### src/rtl/rc4_key_search_ctrl.sv
// rc4_key_search_ctrl
//   Brute-force key-search scheduler for the RC4 decode core. Walks the secret
//   key from KEY_START to KEY_MAX. For each key it pulses core_start_o and then
//   waits for the core's done/valid verdict, giving up on a key after TIMEOUT_CYC
//   cycles. The search stops on the first valid plaintext, on key exhaustion or
//   on stop_i.
//
//   State | Meaning
//   ------+------------------------------------------------------------
//   IDLE      | no search running (after reset or after an abort)
//   LAUNCH    | core_start_o is high for this single cycle with core_key_o
//   WAIT      | waiting for core_done_i or for the wait counter to expire
//   FOUND     | a valid key was found; found_key_o holds it
//   EXHAUSTED | KEY_MAX was tried without success
//
// Ports
//   clk_i          system clock
//   reset_i        synchronous reset, active high
//   start_i        begin or restart a search (ignored while busy)
//   stop_i         abort the running search; blocks start when idle
//   core_start_o   one-cycle start pulse to the decode core
//   core_key_o     key presented to the core
//   core_done_i    one-cycle pulse from the core: decryption finished
//   core_valid_i   qualifies core_done_i: plaintext looked valid
//   busy_o         high in LAUNCH or WAIT
//   found_o        sticky: valid key found
//   exhausted_o    sticky: KEY_MAX tried without success
//   timeout_o      sticky: at least one attempt timed out
//   found_key_o    key that produced valid plaintext
//   attempts_o     completed attempts (done or timeout), saturating
module rc4_key_search_ctrl #(
    parameter int               KEY_W       = 24,
    parameter logic [KEY_W-1:0] KEY_START   = '0,
    parameter logic [KEY_W-1:0] KEY_MAX     = 24'h3FFFFF,
    parameter int               TIMEOUT_CYC = 65536
) (
    input  logic             clk_i,
    input  logic             reset_i,
    input  logic             start_i,
    input  logic             stop_i,
    output logic             core_start_o,
    output logic [KEY_W-1:0] core_key_o,
    input  logic             core_done_i,
    input  logic             core_valid_i,
    output logic             busy_o,
    output logic             found_o,
    output logic             exhausted_o,
    output logic             timeout_o,
    output logic [KEY_W-1:0] found_key_o,
    output logic [KEY_W-1:0] attempts_o
);

    localparam int               CNT_W    = $clog2(TIMEOUT_CYC) + 1;
    localparam logic [CNT_W-1:0] CNT_LAST = CNT_W'(TIMEOUT_CYC - 1);

    typedef enum logic [2:0] {
        S_IDLE,
        S_LAUNCH,
        S_WAIT,
        S_FOUND,
        S_EXHAUSTED
    } state_e;

    state_e           state_q, state_d;
    logic [CNT_W-1:0] wait_cnt_q, wait_cnt_d;
    logic             core_start_q, core_start_d;
    logic [KEY_W-1:0] core_key_q, core_key_d;
    logic             busy_q, busy_d;
    logic             found_q, found_d;
    logic             exhausted_q, exhausted_d;
    logic             timeout_q, timeout_d;
    logic [KEY_W-1:0] found_key_q, found_key_d;
    logic [KEY_W-1:0] attempts_q, attempts_d;
    logic [KEY_W-1:0] attempts_inc;

    assign attempts_inc = (attempts_q == '1) ? attempts_q : attempts_q + KEY_W'(1);

    always_ff @(posedge clk_i) begin
        if (reset_i) begin
            state_q      <= S_IDLE;
            wait_cnt_q   <= '0;
            core_start_q <= 1'b0;
            core_key_q   <= KEY_START;
            busy_q       <= 1'b0;
            found_q      <= 1'b0;
            exhausted_q  <= 1'b0;
            timeout_q    <= 1'b0;
            found_key_q  <= '0;
            attempts_q   <= '0;
        end else begin
            state_q      <= state_d;
            wait_cnt_q   <= wait_cnt_d;
            core_start_q <= core_start_d;
            core_key_q   <= core_key_d;
            busy_q       <= busy_d;
            found_q      <= found_d;
            exhausted_q  <= exhausted_d;
            timeout_q    <= timeout_d;
            found_key_q  <= found_key_d;
            attempts_q   <= attempts_d;
        end
    end

    always_comb begin
        state_d     = state_q;
        wait_cnt_d  = wait_cnt_q;
        core_key_d  = core_key_q;
        found_d     = found_q;
        exhausted_d = exhausted_q;
        timeout_d   = timeout_q;
        found_key_d = found_key_q;
        attempts_d  = attempts_q;

        case (state_q)
            S_IDLE, S_FOUND, S_EXHAUSTED: begin
                if (start_i && !stop_i) begin
                    found_d     = 1'b0;
                    exhausted_d = 1'b0;
                    timeout_d   = 1'b0;
                    attempts_d  = '0;
                    core_key_d  = KEY_START;
                    state_d     = S_LAUNCH;
                end
            end
            S_LAUNCH: begin
                wait_cnt_d = '0;
                state_d    = stop_i ? S_IDLE : S_WAIT;
            end
            S_WAIT: begin
                wait_cnt_d = wait_cnt_q + CNT_W'(1);
                // stop wins over a verdict or a timeout arriving in the same cycle
                if (stop_i) begin
                    state_d = S_IDLE;
                end else if (core_done_i || (wait_cnt_q == CNT_LAST)) begin
                    attempts_d = attempts_inc;
                    if (!core_done_i) begin
                        timeout_d = 1'b1;
                    end
                    if (core_done_i && core_valid_i) begin
                        found_key_d = core_key_q;
                        found_d     = 1'b1;
                        state_d     = S_FOUND;
                    end else if (core_key_q == KEY_MAX) begin
                        exhausted_d = 1'b1;
                        state_d     = S_EXHAUSTED;
                    end else begin
                        core_key_d = core_key_q + KEY_W'(1);
                        state_d    = S_LAUNCH;
                    end
                end
            end
            default: state_d = S_IDLE;
        endcase

        // Outputs are registered from the next state so they line up with it.
        core_start_d = (state_d == S_LAUNCH);
        busy_d       = (state_d == S_LAUNCH) || (state_d == S_WAIT);
    end

    assign core_start_o = core_start_q;
    assign core_key_o   = core_key_q;
    assign busy_o       = busy_q;
    assign found_o      = found_q;
    assign exhausted_o  = exhausted_q;
    assign timeout_o    = timeout_q;
    assign found_key_o  = found_key_q;
    assign attempts_o   = attempts_q;

endmodule
### config.mk
export PLATFORM = sky130hd
export DESIGN_NAME = rc4_key_search_ctrl
export DESIGN_NICKNAME = d
export VERILOG_FILES = /design/src/rtl/rc4_key_search_ctrl.sv
export SDC_FILE = /design/constraint.sdc
export NUM_CORES = 1
export LEC_CHECK = 0
export ABC_AREA = 1
export ABC_CLOCK_PERIOD_IN_PS = 4800
export CELL_PAD_IN_SITES_DETAIL_PLACEMENT = 0
export CELL_PAD_IN_SITES_GLOBAL_PLACEMENT = 1
export CORE_ASPECT_RATIO = 0.6
export CORE_MARGIN = 3
export CORE_UTILIZATION = 42
export CTS_BUF_LIST = sky130_fd_sc_hd__clkbuf_4
export DETAILED_ROUTE_END_ITERATION = 10
export GPL_TIMING_DRIVEN = 0
export PLACE_DENSITY = 0.91
export REMOVE_ABC_BUFFERS = 1
export SYNTH_ARGS = -nofsm -noshare
export SYNTH_HDL_FRONTEND = slang
export SYNTH_SLANG_ARGS = --single-unit
### constraint.sdc
create_clock -name clk_i -period 4.8 [get_ports clk_i]
set_input_delay 0.96 -clock clk_i [delete_from_list [all_inputs] [get_ports clk_i]]
set_output_delay 0.96 -clock clk_i [all_outputs]
set_load 0.01 [all_outputs]
==> flow_summary.ini, run 1 <==
[floorplan]
fp.dieH_um = 93.4
rows = 31
io_pins = 83
fp.dieW_um = 152
core_mm2 = 0.0123
die_area_mm2 = 0.0142
start_util_pct = 43.6

[pwr]
p_per_area_mw_per_mm2 = 219
p_leak_nw = 2.10
vdd_drop_max_mv = 0.123

[logic_synthesis]
synth_seq_area_share_pct = 36.3
synthArstFlopShare_pct = 0
synth_warnings = 0
ys_seq_elements = 97
synthTopCellsByCount = 221 x nand2_1, 156 x nor2_1, 97 x dfxtp_1
ys.flop_type = dfxtp_1
synthMostInstantiatedCell = nand2_1
synth_edf_count = 0
syn_avg_cell_area_um2 = 6.48
syn_inst = 824
netlist_area_mm2 = 0.00534
synth.distinct_cells = 41
synth_top_area_share_pct = 36.3
yosysTopAreaCell = dfxtp_1
synth.top_cells.by_area = dfxtp_1 36%, nand2_1 16%, nor2_1 11%

[global_route]
use_met3_pct = 4.55
grt_max_degree = 42
grt_use_met2_pct = 29.9
gr-usage-met1_pct = 35.6
grt_use_total_pct = 22.1
antenna_found_initial = 0
grt_pass1_vias = 4926
grt_pass1_wl_mm = 25.1
gr-total-overflow = 0
busiest_layer = met1

[routing]
wl_mm = 15.4
drt_pass1_iterations = 5
routed_via_density = 5.21
drtAntennaViolNets = 0
drc = 0
drtIter0Drc = 452
routedWlPerCell_um = 14.6
routed-via-count = 5513

[timing]
hold_viol = 0
fmax_mhz = 275
fin_ws_ps = 1160
slew_violations = 0
rsz0062_at_grt = false
fin_crit_sh_pct = 75.8
tightestPinTransition_ps = 1050
fin_worst_skew_ps = 15.3
slew_headroom_pct = 30.2
setup_viol = 0
fin_hold_ws_ps = 482
min_period_ps = 3640

[clock_tree]
cts_setup_buffers = 0
clockBufferDepth = 2
cts_sinks = 97
holdBufCountCts = 0
cts_resized = 0
htree_levels = 3
insertion_delay_ps = 450
cts-root-buf = clkbuf_4
cts_tree = done
cts_buffers = 9
clkTransAtPathRegs_ps = 160

[worst_setup_path]
worstPathRequired_ps = 5170
arrival_ps = 4010
crit_type = register to register
cp-start-kind = register
end_kind = register
crit_path_max_fanout = 41

[final_layout]
final-instance-count-excl-fill = 1059
drive_gt1_share_pct = 6.82
n_antenna_cell = 0
area_growth_pct = 18.9
nNetsFinal = 900

[placed_design]
placed_cells = 1044
gp_congestion = 0.900
dp_hpwl_mm = 11.1
portBuffers = 82
place_ws_ps = 1200

[worst_hold_path]
hold_path.class = register to register

[outcome]
status = completed

[flow_run]
cap_viol_max_count = 0
[worst paths after layout]
check,from,to,slack [ps],cells after the start
worst min-delay path,wait_cnt_q[8],wait_cnt_q[8],480,2
worst min register to register,wait_cnt_q[8],wait_cnt_q[8],480,2
worst max register to register,state_q[1],found_key_o[5],1160,7
worst max-delay path,state_q[1],found_key_o[5],1160,7
[per-stage QoR]
step	power, W	instance area [um2]	setup TNS (ps)	util (%)
6_report	0.00139	6350	0	51.8
5_1_grt	0.00146	6350	0	51.8
4_1_cts	0.00141	6350	0	51.8
3_5_place_dp	0.00101	6240	0	50.9
3_3_place_gp	0.00101	6210	-12650	50.7
2_1_floorplan	0.000937	5180	0	-
[power breakdown]
part | internal [W] | switching, W | total [W] | leakage [nW]
clock | 0.000106 | 0.000294 | 0.000400 | 0.0586
sequential | 0.000816 | 0.0000107 | 0.000826 | 0.782
combinational | 0.0000443 | 0.000123 | 0.000167 | 1.26
[per-layer routing]
| metal | share of wire [%] | wire length (um) | vias to the layer above |
|---|---|---|---|
| met2 | 38 | 5940 | 196 |
| met1 | 53 | 8150 | 2519 |
| met4 | 0.59 | 91 | 0 |
| li1 | - | - | 2790 |
| met5 | 0 | 0 | - |
| met3 | 8.1 | 1250 | 8 |
[critical path, cell delays in order, from the launching register on]
cell     delay [ps]
dfxtp_1         470
nand3_2         790
inv_4           650
nand2_1         190
nor2_2          830
inv_2           350
nor2_1          180
nor2_1           60
[state kept, by name (all words and copies together), names as in the netlist]
signal        cells
wait_cnt_q       17
found_key_o      24
busy_o            1
exhausted_o       1
found_o           1
state_q           3
attempts_o       24
timeout_o         1
core_key_o       24
core_start_o      1
[kinds of logic after synthesis]
logic type                 Yosys count  synth area share, %
and+or+nand+nor                    481                 38.3
adders and majority gates            4                0.937
xor gates and xnor gates            19                 3.11
buffers and inverters               98                 7.89
DFF                                 97                 36.3
AOI/OAI and AO/OA                  125                 13.4
[final cells by class]
cell class                 instances  area [um2]
fill                            1260        5910
multi-input combinational        629        2980
sequential                        97        1940
timing repair buffer              84         847
inverter                          69         264
tap                              165         206
clock buffer                       9        67.6
clock inverter                     6        42.5
[layout by cell type, fill, tap and decap left out, types with 8 or more instances in the layout]
cell type        instances
dfxtp_1                 97
xnor2_1                  8
nor3_1                   8
nand2_1                221
clkdlybuf4s50_1         81
xor2_1                  11
clkbuf_4                 9
nor2_1                 155
nand3_1                 53
inv_1                   63
nand2_2                 11
a21oi_2                 10
a21oi_1                 59
nand4_1                 15
o21ai_0                 36
(Power assumes the default switching activity.)
==> run 2, diff against run 1 <==
Settings changed: ABC_CLOCK_PERIOD_IN_PS 4800 to 2900, CORE_UTILIZATION 42 to 35, PLACE_DENSITY 0.91 to 0.82.
Clock period 4.8 ns to 2.9 ns, I/O delays scaled along.
==> run 2 against run 1 <==
Critical path depth is 1 higher. Clock power rose by 90%. First-iteration DRC count fell by 4.2%. Combinational power up 86%.
==> flow_summary.ini, run 2 (synthesis gave the netlist of run 1 again) <==
[global_route]
grt_pass1_vias = 4726
grt_max_degree = 42
grt_pass1_wl_mm = 26.2
grt_use_total_pct = 19.7
gr-total-overflow = 0
antenna_found_initial = 0

[routing]
routedWlPerCell_um = 15.1
drt_pass1_iterations = 5
routed-via-count = 5369
drc = 0
wl_mm = 16.5
drtIter0Drc = 433
drtAntennaViolNets = 0
routed_via_density = 4.89

[worst_setup_path]
end_kind = register
r2r_slack_ps = 270
crit_path_max_fanout = 26
crit_type = register to register
reg2reg_from = state_q[1]
critPathCapture = core_key_o[15]
arrival_ps = 3040
rr_endpoint = core_key_o[15]
reg2reg_depth = 8
startpoint = state_q[1]
cp-start-kind = register
worstPathRequired_ps = 3300

[timing]
fin_hold_ws_ps = 480
slew_violations = 0
setup_viol = 0
min_period_ps = 2630
slew_headroom_pct = 26.4
fin_crit_sh_pct = 90.8
tightestPinTransition_ps = 1100
fin_worst_skew_ps = 16.0
fmax_mhz = 380
rsz0062_at_grt = false
hold_viol = 0

[placed_design]
portBuffers = 82
placed_cells = 1076
postPlaceCellArea_mm2 = 0.00628
gp_congestion = 0.895
dp_hpwl_mm = 11.2

[clock_tree]
cts_sinks = 97
cts_tree = done
clockBufferDepth = 2
insertion_delay_ps = 460
cts-root-buf = clkbuf_4
holdBufCountCts = 0
cts_buffers = 9
htree_levels = 3
clkTransAtPathRegs_ps = 150

[final_layout]
multi_input_area_mm2 = 0.00305
fin_util_pct = 44.3
nNetsFinal = 904
final_cell_area_mm2 = 0.00652
mostFrequentLayoutCells = 221 x nand2_1, 154 x nor2_1, 97 x dfxtp_1, 81 x clkdlybuf4s50_1, 63 x inv_1
area_growth_pct = 22.0
filler_cell_count = 1600
regArea_mm2 = 0.00194
layout_commonest_cell = nand2_1
final-instance-count-excl-fill = 1097
n_antenna_cell = 0
drive_gt1_share_pct = 7.56

[floorplan]
core_mm2 = 0.0147
fp.dieW_um = 166
die_area_mm2 = 0.0168
fp.dieH_um = 102
rows = 34
start_util_pct = 36.3
io_pins = 83

[pwr]
p_leak_nw = 2.13
vdd_drop_max_mv = 0.179
p_per_area_mw_per_mm2 = 374
power_w = 0.00244

[flow_run]
cap_viol_max_count = 0

[worst_hold_path]
hold_path.class = register to register

[outcome]
status = completed
## run 2: changes by cell type in the layout (fill, tap and decap cells not counted), sizes merged, moves of 2 or more
cell	change
clkbuf	+2
clkinv	+3
clkinvlp	-2
inv	-3
nand3	+2
## run 2: metrics by stage
| stage | setup TNS [ps] | setup slack, ps |
|---|---|---|
| after floorplan | -871 | -76.9 |
| after global placement | -93830 | -2180 |
| after detailed placement | -18570 | -654 |
| after CTS | 0 | 57.9 |
| after global routing | 0 | 24.8 |
| final | 0 | 267 |
## run 2: per-layer routing
layer	GRT usage [%]	routed length (um)	share of wire, %	up-vias
li1	-	-	-	2794
met1	33.0	9490	57	2411
met2	24.9	5830	35	156
met3	4.58	1110	6.7	8
met4	3.32	97	0.59	0
met5	0	0	0	-
## run 2: repair_timing
item | 4_1_cts | 5_1_grt
setup endpoints to repair | 76 | 64
buffers inserted | 0 | 2
gates resized for setup | 4 | 7
pin swaps | 1 | 2
hold endpoints to repair | 0 | 0
cloned | 1 | 2
## run 2: cell type report
class                           instances  share of cell area [%]
Multi-Input combinational cell        632                    46.9
Clock buffer                           11                    1.27
Timing Repair Buffer                   85                    13.2
Sequential cell                        97                    29.8
Tap cell                              198                    3.80
Clock inverter                          5                   0.864
Inverter                               69                    4.18
## run 2: worst max-delay path, cell delays in order (launching register included)
cell,delay [ps]
dfxtp_1,620
nand3_4,320
inv_6,300
nand2_1,260
nand4_1,260
clkinv_2,280
nand2_8,290
nand2_1,80
a21oi_1,140
## run 2: where the power goes
group	switching, W	leakage, nW	total [W]	internal (W)
registers	0.0000194	0.782	0.00137	0.00135
logic	0.000220	1.27	0.000310	0.0000901
clock network	0.000479	0.0785	0.000761	0.000282
total	0.000718	2.13	0.00244	0.00172
## run 2: worst min-delay path by stage
stage | from | end | slack [ps] | cells after the start
6_report | wait_cnt_q[8] | wait_cnt_q[8] | 480 | 2
3_3_place_gp | wait_cnt_q[8] | wait_cnt_q[8] | 450 | 2
5_1_grt | found_o | found_o | 520 | 2
2_1_floorplan | wait_cnt_q[8] | wait_cnt_q[8] | 440 | 2
3_5_place_dp | wait_cnt_q[8] | wait_cnt_q[8] | 460 | 2
4_1_cts | wait_cnt_q[8] | wait_cnt_q[8] | 480 | 2
==> run 3, diff against run 2 <==
Settings changed: ABC_CLOCK_PERIOD_IN_PS 2900 to 2910, PLACE_DENSITY 0.82 to 0.79.
Clock period 2.9 ns to 2.91 ns, I/O delays scaled along.
==> run 3 against run 2 <==
Via count down 0.37%. Critical path type unchanged. First-iteration DRC count rose by 13%. Utilization fell by 0.13 points. Fmax is 0.81% lower. Highest routed layer unchanged. Register-to-register slack about the same. Combinational power shrank 3%. Die area did not move. Setup slack lost 11 ps.
==> flow_summary.ini, run 3 (synthesis gave the netlist of run 1 again) <==
[final_layout]
nNetsFinal = 903
drive_gt1_share_pct = 7.68
layout_commonest_cell = nand2_1
final_cell_area_mm2 = 0.00650
n_antenna_cell = 0
mostFrequentLayoutCells = 221 x nand2_1, 154 x nor2_1, 97 x dfxtp_1, 81 x clkdlybuf4s50_1, 62 x inv_1
area_growth_pct = 21.7
filler_cell_count = 1576

[timing]
min_period_ps = 2650
fin_crit_sh_pct = 91.2
fin_tns_setup_ps = 0
hold_viol = 0
fmax_mhz = 377
setup_viol = 0
slew_violations = 0
slew_headroom_pct = 24.8
rsz0062_at_grt = false
fin_worst_skew_ps = 15.6
tightestPinTransition_ps = 1130

[routing]
drtIter0Drc = 491
drtAntennaViolNets = 0
routed-via-count = 5349
wl_mm = 16.2
routedWlPerCell_um = 14.8
drt_pass1_iterations = 5
routed_via_density = 4.88
drc = 0

[worst_setup_path]
crit_type = register to register
cp-start-kind = register
startpoint = wait_cnt_q[0]
arrival_ps = 3030
crit_path_max_fanout = 5
reg2reg_from = wait_cnt_q[0]
worstPathRequired_ps = 3280
r2r_slack_ps = 260
end_kind = register

[worst_hold_path]
hp-start = found_o
hold_path.class = register to register

[global_route]
antenna_found_initial = 0
grt_max_degree = 42
grt_use_total_pct = 19.6
gr-total-overflow = 0
grt_pass1_wl_mm = 26.0
grt_pass1_vias = 4656

[clock_tree]
htree_levels = 3
cts_buffers = 9
insertion_delay_ps = 460
holdBufCountCts = 0
clkTransAtPathRegs_ps = 160
clockBufferDepth = 2
cts_tree = done
cts_sinks = 97
cts-root-buf = clkbuf_4

[floorplan]
start_util_pct = 36.3
core_mm2 = 0.0147
io_pins = 83
die_area_mm2 = 0.0168
fp.dieH_um = 102
fp.dieW_um = 166
rows = 34

[flow_run]
cap_viol_max_count = 0

[placed_design]
portBuffers = 82
postPlaceCellArea_mm2 = 0.00629
dp_hpwl_mm = 11.4
gp_congestion = 0.874

[pwr]
p_per_area_mw_per_mm2 = 374
power_w = 0.00243
vdd_drop_max_mv = 0.168
p_leak_nw = 2.12

[outcome]
status = completed
-- run 3: cell types whose count changed in the layout (fill, tap and decap cells not counted), sizes merged --
cell,delta
buf,+1
clkinv,-3
clkbuf,-1
clkinvlp,+4
nand3,-1
nor2,-1
-- run 3: worst paths after layout --
| kind | endpoint | cells past startpoint |
|---|---|---|
| max | attempts_o[23] | 15 |
| min | found_o | 2 |
| max reg2reg | attempts_o[23] | 15 |
| min reg2reg | found_o | 2 |
-- run 3: metal layers --
layer | track usage, % | part of all wire [%] | up-vias
li1 | - | - | 2794
met1 | 33.8 | 58 | 2403
met2 | 23.9 | 34 | 143
met3 | 4.05 | 6.5 | 9
met4 | 2.68 | 0.54 | 0
met5 | 0 | 0 | -
-- run 3: where the power goes --
| group | leakage (nW) | switching [W] | total (W) | internal (W) |
|---|---|---|---|---|
| clock | 0.0648 | 0.000490 | 0.000763 | 0.000273 |
| combinational | 1.27 | 0.000219 | 0.000302 | 0.0000833 |
| sequential | 0.782 | 0.0000206 | 0.00137 | 0.00135 |
-- run 3: final cells by class --
class	count	area (um2)	share of cell area (%)
multi-input combinational	630	3030	46.6
sequential	97	1940	29.9
timing repair buffer	86	866	13.3
inverter	69	273	4.20
tap	198	248	3.81
clock buffer	10	75.1	1.15
clock inverter	6	68.8	1.06
-- run 3: timing repair --
action / in CTS / in global routing
gates resized for setup: 2 / 9
setup buffers: 0 / 2
pin swaps: 0 / 2
setup endpoints to repair: 76 / 65
cloned: 0 / 1
-- run 3: critical path, cell delays in order, from the launching register on --
cell and delay, ps:
dfxtp_1 410, ha_1 210, nand3_1 130, nor2_2 170, nand3_1 140, nor4_2 180, ha_1 190, nor2_1 70
nand2_1 100, nand2_1 110, nor2_4 250, inv_1 110, o21ai_4 230, inv_1 160, nand2_1 100, nor2_1 40
-- run 3: through the flow --
stage	utilization, %	hold slack (ps)	instances	worst slack (ps)
3_3_place_gp	42.5	453	1075	-2240
2_1_floorplan	-	441	795	-66.9
3_5_place_dp	42.7	463	1077	-417
5_1_grt	44.2	504	1096	26.8
4_1_cts	43.8	481	1093	35.2
6_report	44.2	478	1096	256
==> edit (flow settings as in run 1) <==
Re-encode `state_e` (5 states) as Gray code, 3 bits wide.
--- a/src/rtl/rc4_key_search_ctrl.sv
+++ b/src/rtl/rc4_key_search_ctrl.sv
@@ -56,7 +56,7 @@
     typedef enum logic [2:0] {
-        S_IDLE,
-        S_LAUNCH,
-        S_WAIT,
-        S_FOUND,
-        S_EXHAUSTED
+        S_IDLE      = 3'b000,
+        S_LAUNCH    = 3'b001,
+        S_WAIT      = 3'b011,
+        S_FOUND     = 3'b010,
+        S_EXHAUSTED = 3'b110
     } state_e;
Formal check against the unedited RTL: no difference found for any inputs over 10 cycles, from zero or initial values and one cycle with reset_i high; not proved beyond that.
==> edit against run 1 <==
  * Worst hold slack worse by 13 ps
  * Sequential power down 0.6%
  * Cell area up 2.4%
  * Worst setup slack better by 190 ps
  * Highest routed layer unchanged
  * Total power down 1.5%
  * Wire length about the same
  * Sequential share of layout area down 0.71 points
  * Critical endpoint is now found_o
  * Synthesized area up 2.7%
  * Maximum frequency up 5.5%
  * Clock skew down 2.5 ps
  * Largest cell class unchanged
  * Sequential cell count unchanged
==> edit: results (changes against run 1) <==
- FILL cells: 1257 (-0.24%)
- Buffers excl. clock: 82 (-2.4%)
- Post-DP HPWL: 10.9 mm (-1.8%)
- Synthesized-area fraction occupied by adder cells: 0.912% (-0.025 points)
- RD Place Congestion: 0.927 (+2.9%)
- Initial drt markers: 407 (-10%)
- CTS max path bufs: 2 (unchanged)
- Vias in the first global route: 5046 (+2.4%)
- Inserted Clock Buffers: 9 (unchanged)
- R2R Path End: attempts_o[1]
- Gr usage total: 21.2% (-0.85 points)
- Met3 wire length: 883 um (-29%)
- Top post-synthesis cells by area: dfxtp_1 (35%), nand2_1 (17%), nor2_1 (9.1%)
- Vias per inst: 5.16 (-0.93%)
- Count of input and output buffers: 82 (unchanged)
- Global routing's busiest layer: met2
- Register area share after synthesis: 35.4% (-0.95 points)
- WL met1: 8.07 mm (-0.98%)
- Reg2reg start: wait_cnt_q[0]
- VDD IR-drop max: 132 uV (+6.7%)
- Lkg Pwr: 1.96 nW (-6.5%)
- R2r setup slk: 1570 ps (+410 ps)
- Met1 Track Usage GR: 31.6% (-4.0 points)
- Sw Ratio: 26.8% (-3.9 points)
- Clk cell area share: 2.06% (+0.33 points)
- Share of cells above drive strength 1: 6.12% (-0.70 points)
- Post-synthesis compound-gate area fraction: 12.3% (-1.1 points)
- Inverter count: 63 (-8.7%)
- Seq area share: 29.9% (-0.71 points)
- Synth cell count leaders: nand2_1 (249), nor2_1 (133), dfxtp_1 (97)
- Hold EP: found_key_o[17]
- Max_slew headroom: 34.1% (+3.9 points)
- Crit path to: found_o
- Comb_multi_in: 657 (+4.5%)
- Multi-input gate share of total cell area: 48.6% (+1.7 points)
- Post-Synth XOR/XNOR Area: 2.55% (-0.56 points)
- Hold Crit Depth: 2 (unchanged)
- R2R cell count: 18 (+11)
- First-pass GRT wire length: 25.4 mm (+1.2%)
- Buffer share of cell area: 12.6% (-0.75 points)
- M2 GR Usage: 32.0% (+2.0 points)
- Worst clock skew: 12.8 ps (-2.51 ps)
- Met3 Track Usage GR: 4.49% (-0.065 points)
- Area after DPL: 6370 um^2 (+2.0%)
- Detailed Routing Iterations Pass 1: 5 (unchanged)
- Status: finished, final reports clean
- Crit Path Max Fanout: 26 (-37%)
- Critical Path Start: core_done_i
- Root Buffer: clkbuf_4
- Antenna cells: 0 (unchanged)
- Synth unique cells: 39 (-4.9%)
- CP arrival: 3820 ps (-190 ps)
- Hold Path Origin: found_key_o[17]
- CLK BUF: 10 (+1)
- Largest net degree at the start of global routing: 82 (+95%)
- Seq cells: 97 (unchanged)
- Final nets: 920 (+2.2%)
- Metal2 WL: 6.39 mm (+7.5%)
- Routed WL: 15.4 mm (about the same)
-- edit: cell count changes after synthesis, moves of 4 or more --
| cell | change |
|---|---|
| a21oi_1 | +16 |
| buf_2 | -5 |
| clkbuf_1 | +8 |
| inv_1 | -6 |
| nand2_1 | +28 |
| nand3_1 | +35 |
| nor2_1 | -23 |
| nor3_1 | -4 |
| o21ai_0 | -19 |
-- edit: kinds of logic (layout without fill, tap and decap cells) --
family                     after synthesis  in the layout
AOI/OAI and AO/OA                      117            117
xor gates and xnor gates                16             16
adders and majority gates                4              4
buffers and inverters                   93            161
DFF                                     97             97
and+or+nand+nor                        520            520
-- edit: stage by stage --
stage / hold slack, ps / instances / TNS [ps] / setup WS [ps] / util (%)
4_1_cts: 473 / 1080 / 0 / 1340 / 52.4
3_5_place_dp: 453 / 1064 / 0 / 828 / 51.3
5_1_grt: 493 / 1080 / 0 / 1120 / 52.4
2_1_floorplan: 452 / 817 / 0 / 2230 / -
3_3_place_gp: 449 / 1064 / -353 / -149 / 51.3
6_report: 469 / 1080 / 0 / 1350 / 52.4
-- edit: power by group through the flow --
| stage | registers (mW) | clock network, mW | logic [mW] |
|---|---|---|---|
| 2_1_floorplan | 0.838 | 0 | 0.0584 |
| 3_3_place_gp | 0.838 | 0 | 0.108 |
| 3_5_place_dp | 0.839 | 0 | 0.109 |
| 4_1_cts | 0.821 | 0.459 | 0.110 |
| 5_1_grt | 0.823 | 0.489 | 0.120 |
| 6_report | 0.821 | 0.443 | 0.109 |
-- edit: worst max-delay path, cell delays in order --
cell and delay, ps:
clkdlybuf4s50_1 500, nand2_1 230, clkinv_1 720, nand2_1 1070
nand2_1 110, a21oi_1 170, nor2_1 50
